**src/rtl/pt_vc_fifo_if.sv**
```systemverilog
// Write/read/flag bundle for pt_vc_fifo.
// The master side drives the i_* fields and the slave side drives the o_* fields.
interface pt_vc_fifo_if #(
    parameter int WIDTH  = 32,
    parameter int DEPTH  = 4,
    parameter int NUM_VC = 2
);
    localparam int VCW = (NUM_VC > 1) ? $clog2(NUM_VC) : 1;
    localparam int CW  = $clog2(DEPTH + 1);

    logic                 i_wr_en;
    logic [VCW-1:0]       i_wr_vc;
    logic [WIDTH-1:0]     i_wr_dat;
    logic                 i_rd_en;
    logic [VCW-1:0]       i_rd_vc;
    logic                 i_err_clr;
    logic [WIDTH-1:0]     o_rd_dat;
    logic                 o_rd_vld;
    logic [NUM_VC-1:0]    o_ful;
    logic [NUM_VC-1:0]    o_empty;
    logic [NUM_VC-1:0]    o_afull;
    logic [NUM_VC*CW-1:0] o_cnt;
    logic [NUM_VC-1:0]    o_ovf;
    logic [NUM_VC-1:0]    o_udf;

    modport master (
        output i_wr_en, i_wr_vc, i_wr_dat, i_rd_en, i_rd_vc, i_err_clr,
        input  o_rd_dat, o_rd_vld, o_ful, o_empty, o_afull, o_cnt, o_ovf, o_udf
    );

    modport slave (
        input  i_wr_en, i_wr_vc, i_wr_dat, i_rd_en, i_rd_vc, i_err_clr,
        output o_rd_dat, o_rd_vld, o_ful, o_empty, o_afull, o_cnt, o_ovf, o_udf
    );
endinterface

```
**src/rtl/pt_vc_fifo.sv**
```systemverilog
// Ring-stop buffer holding NUM_VC independent show-ahead FIFOs behind one write port and one read port.
// Defining PT_VC_FIFO_BYPASS_EN adds a combinational write-to-read path when the selected VC is empty.
module pt_vc_fifo #(
    parameter int WIDTH    = 32,
    parameter int DEPTH    = 4,
    parameter int NUM_VC   = 2,
    parameter int AFULL_TH = 3
) (
    input  logic           clk,
    input  logic           rst,
    pt_vc_fifo_if.slave    bus
);
    localparam int PW  = $clog2(DEPTH);
    localparam int VCW = (NUM_VC > 1) ? $clog2(NUM_VC) : 1;
    localparam int CW  = $clog2(DEPTH + 1);

    logic [WIDTH-1:0]  r_mem    [NUM_VC][DEPTH];
    logic [PW-1:0]     r_rd_ptr [NUM_VC];
    logic [PW-1:0]     r_wr_ptr [NUM_VC];
    logic [CW-1:0]     r_cnt    [NUM_VC];
    logic [NUM_VC-1:0] r_ful;
    logic [NUM_VC-1:0] r_empty;
    logic [NUM_VC-1:0] r_afull;
    logic [NUM_VC-1:0] r_ovf;
    logic [NUM_VC-1:0] r_udf;

    logic              w_wr_ok;
    logic              w_rd_vc_ok;
    logic [VCW-1:0]    w_rd_idx;
    logic              w_byp;
    logic [NUM_VC-1:0] w_wr_hit;
    logic [NUM_VC-1:0] w_rd_hit;
    logic [NUM_VC-1:0] w_thru;
    logic [NUM_VC-1:0] w_store;
    logic [NUM_VC-1:0] w_pop;
    logic [NUM_VC-1:0] w_ovf_evt;
    logic [NUM_VC-1:0] w_udf_evt;
    logic [CW-1:0]     w_cnt_nxt [NUM_VC];

    assign w_wr_ok    = bus.i_wr_en && ({{(32-VCW){1'b0}}, bus.i_wr_vc} < 32'(NUM_VC));
    assign w_rd_vc_ok = {{(32-VCW){1'b0}}, bus.i_rd_vc} < 32'(NUM_VC);
    assign w_rd_idx   = w_rd_vc_ok ? bus.i_rd_vc : '0;

`ifdef PT_VC_FIFO_BYPASS_EN
    // An empty VC is never full, so a same-VC write here is always accepted.
    assign w_byp = w_wr_ok && w_rd_vc_ok && (bus.i_wr_vc == bus.i_rd_vc) && r_empty[w_rd_idx];
`else
    assign w_byp = 1'b0;
`endif

    always_comb begin
        w_wr_hit  = '0;
        w_rd_hit  = '0;
        w_thru    = '0;
        w_store   = '0;
        w_pop     = '0;
        w_ovf_evt = '0;
        w_udf_evt = '0;
        for (int v = 0; v < NUM_VC; v++) begin
            w_wr_hit[v]  = w_wr_ok && (bus.i_wr_vc == VCW'(v));
            w_rd_hit[v]  = bus.i_rd_en && w_rd_vc_ok && (bus.i_rd_vc == VCW'(v));
            w_thru[v]    = w_byp && w_rd_hit[v];
            w_store[v]   = w_wr_hit[v] && !r_ful[v] && !w_thru[v];
            w_pop[v]     = w_rd_hit[v] && !r_empty[v];
            w_ovf_evt[v] = w_wr_hit[v] && r_ful[v];
            w_udf_evt[v] = w_rd_hit[v] && r_empty[v] && !w_thru[v];
            w_cnt_nxt[v] = r_cnt[v] + CW'(w_store[v]) - CW'(w_pop[v]);
        end
    end

    always_comb begin
        bus.o_rd_vld = w_rd_vc_ok && !r_empty[w_rd_idx];
        bus.o_rd_dat = r_mem[w_rd_idx][r_rd_ptr[w_rd_idx]];
        if (w_byp) begin
            bus.o_rd_vld = 1'b1;
            bus.o_rd_dat = bus.i_wr_dat;
        end
    end

    always_ff @(posedge clk) begin
        if (!rst) begin
            for (int v = 0; v < NUM_VC; v++) begin
                r_rd_ptr[v] <= '0;
                r_wr_ptr[v] <= '0;
                r_cnt[v]    <= '0;
            end
            r_ful   <= '0;
            r_empty <= '1;
            r_afull <= '0;
            r_ovf   <= '0;
            r_udf   <= '0;
        end else begin
            for (int v = 0; v < NUM_VC; v++) begin
                if (w_store[v]) r_wr_ptr[v] <= r_wr_ptr[v] + PW'(1);
                if (w_pop[v])   r_rd_ptr[v] <= r_rd_ptr[v] + PW'(1);
                r_cnt[v]   <= w_cnt_nxt[v];
                r_ful[v]   <= (w_cnt_nxt[v] == CW'(DEPTH));
                r_empty[v] <= (w_cnt_nxt[v] == '0);
                r_afull[v] <= (w_cnt_nxt[v] >= CW'(AFULL_TH));
            end
            // A new error event outranks a clear in the same cycle.
            r_ovf <= (bus.i_err_clr ? '0 : r_ovf) | w_ovf_evt;
            r_udf <= (bus.i_err_clr ? '0 : r_udf) | w_udf_evt;
        end
    end

    always_ff @(posedge clk) begin
        for (int v = 0; v < NUM_VC; v++) begin
            if (w_store[v]) r_mem[v][r_wr_ptr[v]] <= bus.i_wr_dat;
        end
    end

    always_comb begin
        bus.o_cnt = '0;
        for (int v = 0; v < NUM_VC; v++) begin
            bus.o_cnt[v*CW +: CW] = r_cnt[v];
        end
    end

    assign bus.o_ful   = r_ful;
    assign bus.o_empty = r_empty;
    assign bus.o_afull = r_afull;
    assign bus.o_ovf   = r_ovf;
    assign bus.o_udf   = r_udf;
endmodule

```
**src/flat_wrapper.sv**
```systemverilog
// flat-port wrapper written by rule: the top's interface ports become plain ports
module pt_vc_fifo_flat 
#(
    parameter int WIDTH    = 32,
    parameter int DEPTH    = 4,
    parameter int NUM_VC   = 2,
    parameter int AFULL_TH = 3
)
  (clk, rst, bus_i_wr_en, bus_i_wr_vc, bus_i_wr_dat, bus_i_rd_en, bus_i_rd_vc, bus_i_err_clr, bus_o_rd_dat, bus_o_rd_vld, bus_o_ful, bus_o_empty, bus_o_afull, bus_o_cnt, bus_o_ovf, bus_o_udf);
  pt_vc_fifo_if #(.WIDTH(WIDTH), .DEPTH(DEPTH), .NUM_VC(NUM_VC)) bus_i ();
  input  logic clk;
  input  logic rst;
  input wire logic [$bits(bus_i.i_wr_en)-1:0] bus_i_wr_en;
  input wire logic [$bits(bus_i.i_wr_vc)-1:0] bus_i_wr_vc;
  input wire logic [$bits(bus_i.i_wr_dat)-1:0] bus_i_wr_dat;
  input wire logic [$bits(bus_i.i_rd_en)-1:0] bus_i_rd_en;
  input wire logic [$bits(bus_i.i_rd_vc)-1:0] bus_i_rd_vc;
  input wire logic [$bits(bus_i.i_err_clr)-1:0] bus_i_err_clr;
  output wire logic [$bits(bus_i.o_rd_dat)-1:0] bus_o_rd_dat;
  output wire logic [$bits(bus_i.o_rd_vld)-1:0] bus_o_rd_vld;
  output wire logic [$bits(bus_i.o_ful)-1:0] bus_o_ful;
  output wire logic [$bits(bus_i.o_empty)-1:0] bus_o_empty;
  output wire logic [$bits(bus_i.o_afull)-1:0] bus_o_afull;
  output wire logic [$bits(bus_i.o_cnt)-1:0] bus_o_cnt;
  output wire logic [$bits(bus_i.o_ovf)-1:0] bus_o_ovf;
  output wire logic [$bits(bus_i.o_udf)-1:0] bus_o_udf;
  assign bus_i.i_wr_en = bus_i_wr_en;
  assign bus_i.i_wr_vc = bus_i_wr_vc;
  assign bus_i.i_wr_dat = bus_i_wr_dat;
  assign bus_i.i_rd_en = bus_i_rd_en;
  assign bus_i.i_rd_vc = bus_i_rd_vc;
  assign bus_i.i_err_clr = bus_i_err_clr;
  assign bus_o_rd_dat = bus_i.o_rd_dat;
  assign bus_o_rd_vld = bus_i.o_rd_vld;
  assign bus_o_ful = bus_i.o_ful;
  assign bus_o_empty = bus_i.o_empty;
  assign bus_o_afull = bus_i.o_afull;
  assign bus_o_cnt = bus_i.o_cnt;
  assign bus_o_ovf = bus_i.o_ovf;
  assign bus_o_udf = bus_i.o_udf;
  pt_vc_fifo #(.WIDTH(WIDTH), .DEPTH(DEPTH), .NUM_VC(NUM_VC), .AFULL_TH(AFULL_TH)) u_core (.clk(clk), .rst(rst), .bus(bus_i));
endmodule
```
**config.mk**
```make
export PLATFORM = sky130hd
export DESIGN_NAME = pt_vc_fifo_flat
export DESIGN_NICKNAME = d
export VERILOG_FILES = /design/src/rtl/pt_vc_fifo_if.sv /design/src/rtl/pt_vc_fifo.sv /design/src/flat_wrapper.sv
export SDC_FILE = /design/constraint.sdc
export NUM_CORES = 1
export LEC_CHECK = 0
export CORE_MARGIN = 1
export CORE_UTILIZATION = 55
export CTS_BUF_LIST = sky130_fd_sc_hd__clkbuf_8
export CTS_CLUSTER_SIZE = 10
export DETAILED_ROUTE_END_ITERATION = 10
export GPL_TIMING_DRIVEN = 1
export HOLD_SLACK_MARGIN = 0.02
export PLACE_DENSITY = 0.75
export SLEW_MARGIN = 25
export SYNTH_ARGS = -nofsm -noshare
export SYNTH_HDL_FRONTEND = slang
export SYNTH_SLANG_ARGS = --single-unit
```
**constraint.sdc**
```tcl
create_clock -name clk -period 7.16 [get_ports clk]
set_input_delay 1.432 -clock clk [delete_from_list [all_inputs] [get_ports clk]]
set_output_delay 1.432 -clock clk [all_outputs]
set_load 0.02 [all_outputs]
```
# After elaboration in Yosys (flattened, before gate mapping)
# Memory sizes are Yosys's and may differ from the RTL's.
# Index checks and enable logic that the tools add are counted.
word_totals:
  romBits: 0
  ram_bits: 270
  mem_count: 4
  latch_bits: 0
  word_cells: 98
  register_bits: 10
classes:
  reduce_logical: 22
  eq_ne: 2
  add_sub_neg: 8
  bitwise_logic: 13
  div_mod_pow: 0
  mul: 0
  order_cmp: 8
  shift: 0
  muxes: 36
memory_table:
  columns: ["name", "depth", "width", "read_ports", "rd_clocked_by_memory_dff", "write_ports", "line_no", "rtl"]
  rows:
  - ["u_core.r_mem", 2, 128, 1, 0, 1, "pt_vc_fifo.sv:17", "logic [WIDTH-1:0] r_mem [NUM_VC][DEPTH];"]
  - ["u_core.r_cnt", 2, 3, 2, 0, 2, "pt_vc_fifo.sv:20", "logic [CW-1:0] r_cnt [NUM_VC];"]
  - ["u_core.r_rd_ptr", 2, 2, 3, 0, 2, "pt_vc_fifo.sv:18", "logic [PW-1:0] r_rd_ptr [NUM_VC];"]
  - ["u_core.r_wr_ptr", 2, 2, 2, 0, 2, "pt_vc_fifo.sv:19", "logic [PW-1:0] r_wr_ptr [NUM_VC];"]
op_table:
  columns: ["op", "count"]
  rows:
  - ["$mux 128", 4]
  - ["$demux 32 s2", 2]
  - ["$mux 32", 4]
  - ["$reduce_or 128->1", 1]
  - ["$bmux 32 s2", 1]
  - ["$mux 1", 17]
  - ["$logic_and 1x1->1", 14]
  - ["$mux 2", 6]
  - ["$ge 3x3->1 const B", 3]
  - ["$not 2->3", 3]
  - ["$add 2x1->2 const B", 4]
  - ["$add 3x1->3", 2]
  - ["$eq 3x3->1 const B", 2]
  - ["$ge 3x2->1 const B", 2]
  - ["$logic_not 3->1", 2]
  - ["$lt 3x1->1 const B", 2]
  - ["$mux 3", 2]
  - ["$or 1x1->1", 6]
  - ["$sub 3x1->3", 2]
  - ["$logic_not 1->1", 5]
  - ["$or 2x2->2", 2]
  - ["$lt 1x2->1 const B", 1]
  - ["$not 1->1", 2]

# Logic depth before layout (Yosys ltp)
# An unclocked memory read counts as a cell.
depth:
  depth_word: 9
  mapped_depth: 7
  mapped_depth_nobuf: 6

# Worst setup path after synthesis
# Ideal clock, no wire load.
synth_timing:
  kind: "input to output"
  startpoint: "input port bus_i_rd_vc"
  endpoint: "output port bus_o_rd_dat[0]"
  setup_slack_ps: 3188
  cell_stages: 3
  t_arrival_ps: 2540
  path_cell_list: "mux2i_4 > buf_4 > mux4_2"
synth_between:
  elab_chain_cells: 5
  elab_cells_between_ends: 6
synth_rtl:
  columns: ["item", "line_no", "rtl"]
  rows:
  - ["start, declared", "flat_wrapper.sv:17", "input wire logic [$bits(bus_i.i_rd_vc)-1:0] bus_i_rd_vc;"]
  - ["$mem_v2 2x2", null, null]
  - ["$not 2->3 (not written as such)", "pt_vc_fifo.sv:73", "bus.o_rd_dat = r_mem[w_rd_idx][r_rd_ptr[w_rd_idx]];"]
  - ["$bmux 32 s2 (*)", "pt_vc_fifo.sv:73", null]
  - ["$mux 32 (not written as such) (*) (2 in a row)", "pt_vc_fifo.sv:73", null]
  - ["end, declared", "flat_wrapper.sv:19", "output wire logic [$bits(bus_i.o_rd_dat)-1:0] bus_o_rd_dat;"]
# Every way passes the cells marked *; elsewhere a longest branch is shown, timed or not. The select of a mux whose other input is x is not followed.

# Worst setup path after layout
layout_timing:
  startpoint: "input port bus_i_rd_vc"
  endpoint: "output port bus_o_rd_dat[25]"
# The elaborated chain is that of the path after synthesis.

==> flow_metrics.py <==
metrics = {
    "cells_and_area": {
        "fin_nets": 711,
        "drive_gt1_share_pct": 28.12,
        "regArea_sq_um": 8248,
        "syn_to_final_growth_pct": 16.23,
        "multi_input_area_sq_um": 2843,
        "fillCellCount": 1378,
        "final_area_sq_um": 13120,
        "antennaDiodeCount": 0,
        "layout.cells.non_filler": 960,
    },
    "synthesis": {
        "netlist.area_leader.share_pct": 70.26,
        "synth_flop_cell": "edfxtp_1",
        "postSynth.asyncResetShare_pct": 0,
        "synth_fp_nets": 596,
        "syn_area_sq_um": 11280,
        "synth_edf_count": 264,
        "yosysTopAreaCell": "edfxtp_1",
        "synth-seq-cells": 280,
        "synthAdderAreaFrac_pct": 1.464,
        "synth_commonest_cells": "edfxtp_1, mux2_2, mux2_1, mux4_2, dfxtp_1",
        "synth_cells": 545,
        "synth_top_family_by_area": "multiplexers",
        "avgSynthCellArea_sq_um": 20.70,
        "synth_seq_area_share_pct": 73.10,
        "yosysMostFrequentCell": "edfxtp_1",
        "ys_warn_count": 0,
        "synth_compound_area_share_pct": 0.4657,
        "synth_cell_type_count": 34,
        "synthMuxAreaShare_pct": 19.69,
        "synth_xor_xnor_area_share_pct": 1.131,
        "yosys-top-cells-area": "edfxtp_1, mux2_2, mux4_2, mux2_1, dfxtp_1",
        "synth-simple-area-share_pct": 2.340,
    },
    "global_routing": {
        "grt.overflow.total": 0,
        "antenna_found_initial": 1,
        "grt_first_pass_wirelength_mm": 32.06,
        "grt_max_degree": 53,
        "grt_pass1_vias": 5779,
        "grt_util_all_layers_pct": 20.18,
    },
    "timing": {
        "fin_worst_skew_ps": 14.61,
        "tns_ps": 0,
        "final_max_slew_viol_count": 0,
        "rsz0062_at_grt": "no",
        "worst_pin_slew_ps": 1051,
        "fin_crit_ps": 5241,
        "finalCritPeriodShare_pct": 73.20,
        "max_freq_mhz": 190.8,
        "relSlewSlack_pct": 29.90,
        "hold_viol_final": 0,
        "setup_viol": 0,
    },
    "detailed_routing": {
        "dr.pass1.iters": 4,
        "drt_iter0_drc": 348,
        "viasPerCell": 5.549,
        "wl_per_cell_um": 21.42,
        "ant_nets": 0,
        "routed-via-count": 5327,
        "drc": 0,
        "wl_mm": 20.56,
    },
    "clocking": {
        "post_cts_buffers": 0,
        "cts.sink_count": 280,
        "cts_hold_buf": 0,
        "cts_resized": 0,
        "cts_tree": "yes",
        "path_clk_slew_ps": 60,
        "cts-buffers-inserted": 44,
        "cts_buffer_depth": 3,
        "root_buffer": "clkbuf_8",
        "insertion_delay_ps": 530,
        "h-tree-depth": 2,
    },
    "power_and_ir_drop": {
        "p_seq_share_pct": 51.4,
        "ir_drop_mv": 0.1479,
        "combPwrFrac_pct": 18.2,
        "p_leak_nw": 4.359,
        "net-switching-power_uw": 970.0,
        "power.density_nw_per_um2": 292.5,
        "p_int_mw": 2.867,
        "power_frac_clock_pct": 30.4,
        "p_sw_share_pct": 25.28,
    },
    "place": {
        "dp_cells": 884,
        "dpl_cell_area_sq_um": 12350,
        "numPortBuffers": 87,
        "place_congestion": 0.7649,
        "dp_hpwl_mm": 11.25,
    },
    "floorplan": {
        "die_w_um": 145.2,
        "die_area_sq_um": 21090,
        "die_height_um": 145.2,
        "io_pins": 88,
        "initial_core_util_pct": 55.94,
        "core_area_sq_um": 20170,
        "rows": 52,
    },
    "setup_path": {
        "worstPathArrival_ps": 3810,
        "path_class": "input port to output port",
        "reg2reg_from": "u_core.bus.o_ful[0]$_SDFF_PN0_",
        "rrSetupSlack_ps": 4930,
        "r2r-end": "u_core.r_mem[0][6]$_DFFE_PP_",
        "r2r_cells": 2,
        "worstPathRequired_ps": 5730,
        "path_max_fanout": 26,
        "endpoint_kind": "output port",
        "cp-start-kind": "input port",
    },
    "min_path": {
        "min_path_type": "flop to flop",
        "hold_depth": 2,
        "hp-start": "u_core.bus.o_ovf[0]$_SDFF_PN0_",
        "min_to": "u_core.bus.o_ovf[0]$_SDFF_PN0_",
    },
    "job": {
        "max-cap-violations": 0,
    },
    "run_status": {
        "status": "completed",
    },
}
through the flow:
step	hold slack [ps]	utilization [%]	total power, mW	setup WS (ps)
floorplan	542.5	-	2.447	3188
global placement	456.8	61.25	2.688	1904
detailed placement	465.3	61.25	2.707	1892
CTS	481.3	65.02	3.871	1881
global route	505.5	65.02	3.992	1796
finish	481.2	65.02	3.837	1919
power by group through the flow:
stage,clock (mW),sequential [mW],combinational (mW)
4_1_cts,1.19,1.97,0.707
6_report,1.17,1.97,0.699
5_1_grt,1.26,1.98,0.746
3_5_place_dp,0,2.00,0.702
2_1_floorplan,0,2.02,0.429
3_3_place_gp,0,2.00,0.690
layout make-up:
type | count | area share, %
flip-flops and latches | 280 | 62.89
multi-input cells | 235 | 21.68
repair buffers | 91 | 6.831
clock buffers | 46 | 4.827
well taps | 270 | 2.576
clock inverters | 30 | 0.9731
inverters | 8 | 0.2290
logic make-up after synthesis:
logic type | after synthesis
adder cells (fa/ha/maj) | 12
AND/OR/NAND/NOR | 44
XOR/XNOR | 8
AO/OA/AOI/OAI | 8
buffers and inverters | 30
multiplexers | 163
flip-flops | 280
sequential cells by signal, indices dropped and copies added (netlist names):
| signal | flops |
|---|---|
| u_core.bus.o_ful | 2 |
| u_core.r_mem | 256 |
| u_core.r_cnt | 6 |
| u_core.r_wr_ptr | 4 |
| u_core.r_rd_ptr | 4 |
| u_core.bus.o_ovf | 2 |
| u_core.bus.o_empty | 2 |
| u_core.bus.o_afull | 2 |
| u_core.bus.o_udf | 2 |
critical path: stages:
cell	delay [ps]
buf_2	140
mux2i_4	440
buf_4	580
mux4_2	640
clkdlybuf4s50_1	570
worst max-delay path by stage:
| stage | start | to | slack [ps] | depth (start not counted) |
|---|---|---|---|---|
| after detailed placement | bus_i_rd_vc | bus_o_rd_dat[25] | 1890 | 5 |
| after floorplan | bus_i_rd_vc | bus_o_rd_dat[0] | 3190 | 3 |
| after CTS | bus_i_rd_vc | bus_o_rd_dat[25] | 1880 | 5 |
| after global routing | bus_i_rd_vc | bus_o_rd_dat[25] | 1800 | 5 |
| after global placement | bus_i_rd_vc | bus_o_rd_dat[10] | 1900 | 5 |
| final | bus_i_rd_vc | bus_o_rd_dat[25] | 1920 | 5 |
metal layers:
metal | vias up | wire length, um | track usage, %
met5 | - | 13 | 0
met2 | 175 | 10250 | 33.46
met1 | 2707 | 8574 | 26.42
met4 | 2 | 410 | 6.526
met3 | 37 | 1313 | 4.874
li1 | 2406 | - | -
cell usage in the layout (no fill, tap or decap), drive strengths merged:
master and n:
xor3 2, clkinv 14, fa 2, clkbuf 46, xnor2 3, mux4 32, nor3 6, and3b 1
a22o 2, mux2i 1, nand3b 3, a21oi 4, nor2 2, mux2 130, and2 12, or2 1
ha 10, dfxtp 16, nand2 3, inv 23, nand3 2, xor2 1, clkinvlp 1, nor4 2
buf 5, nor3b 4, edfxtp 264, nand2b 8, xnor3 2, clkdlybuf4s50 86, o31ai 2
Power figures use the tool's default switching activity.
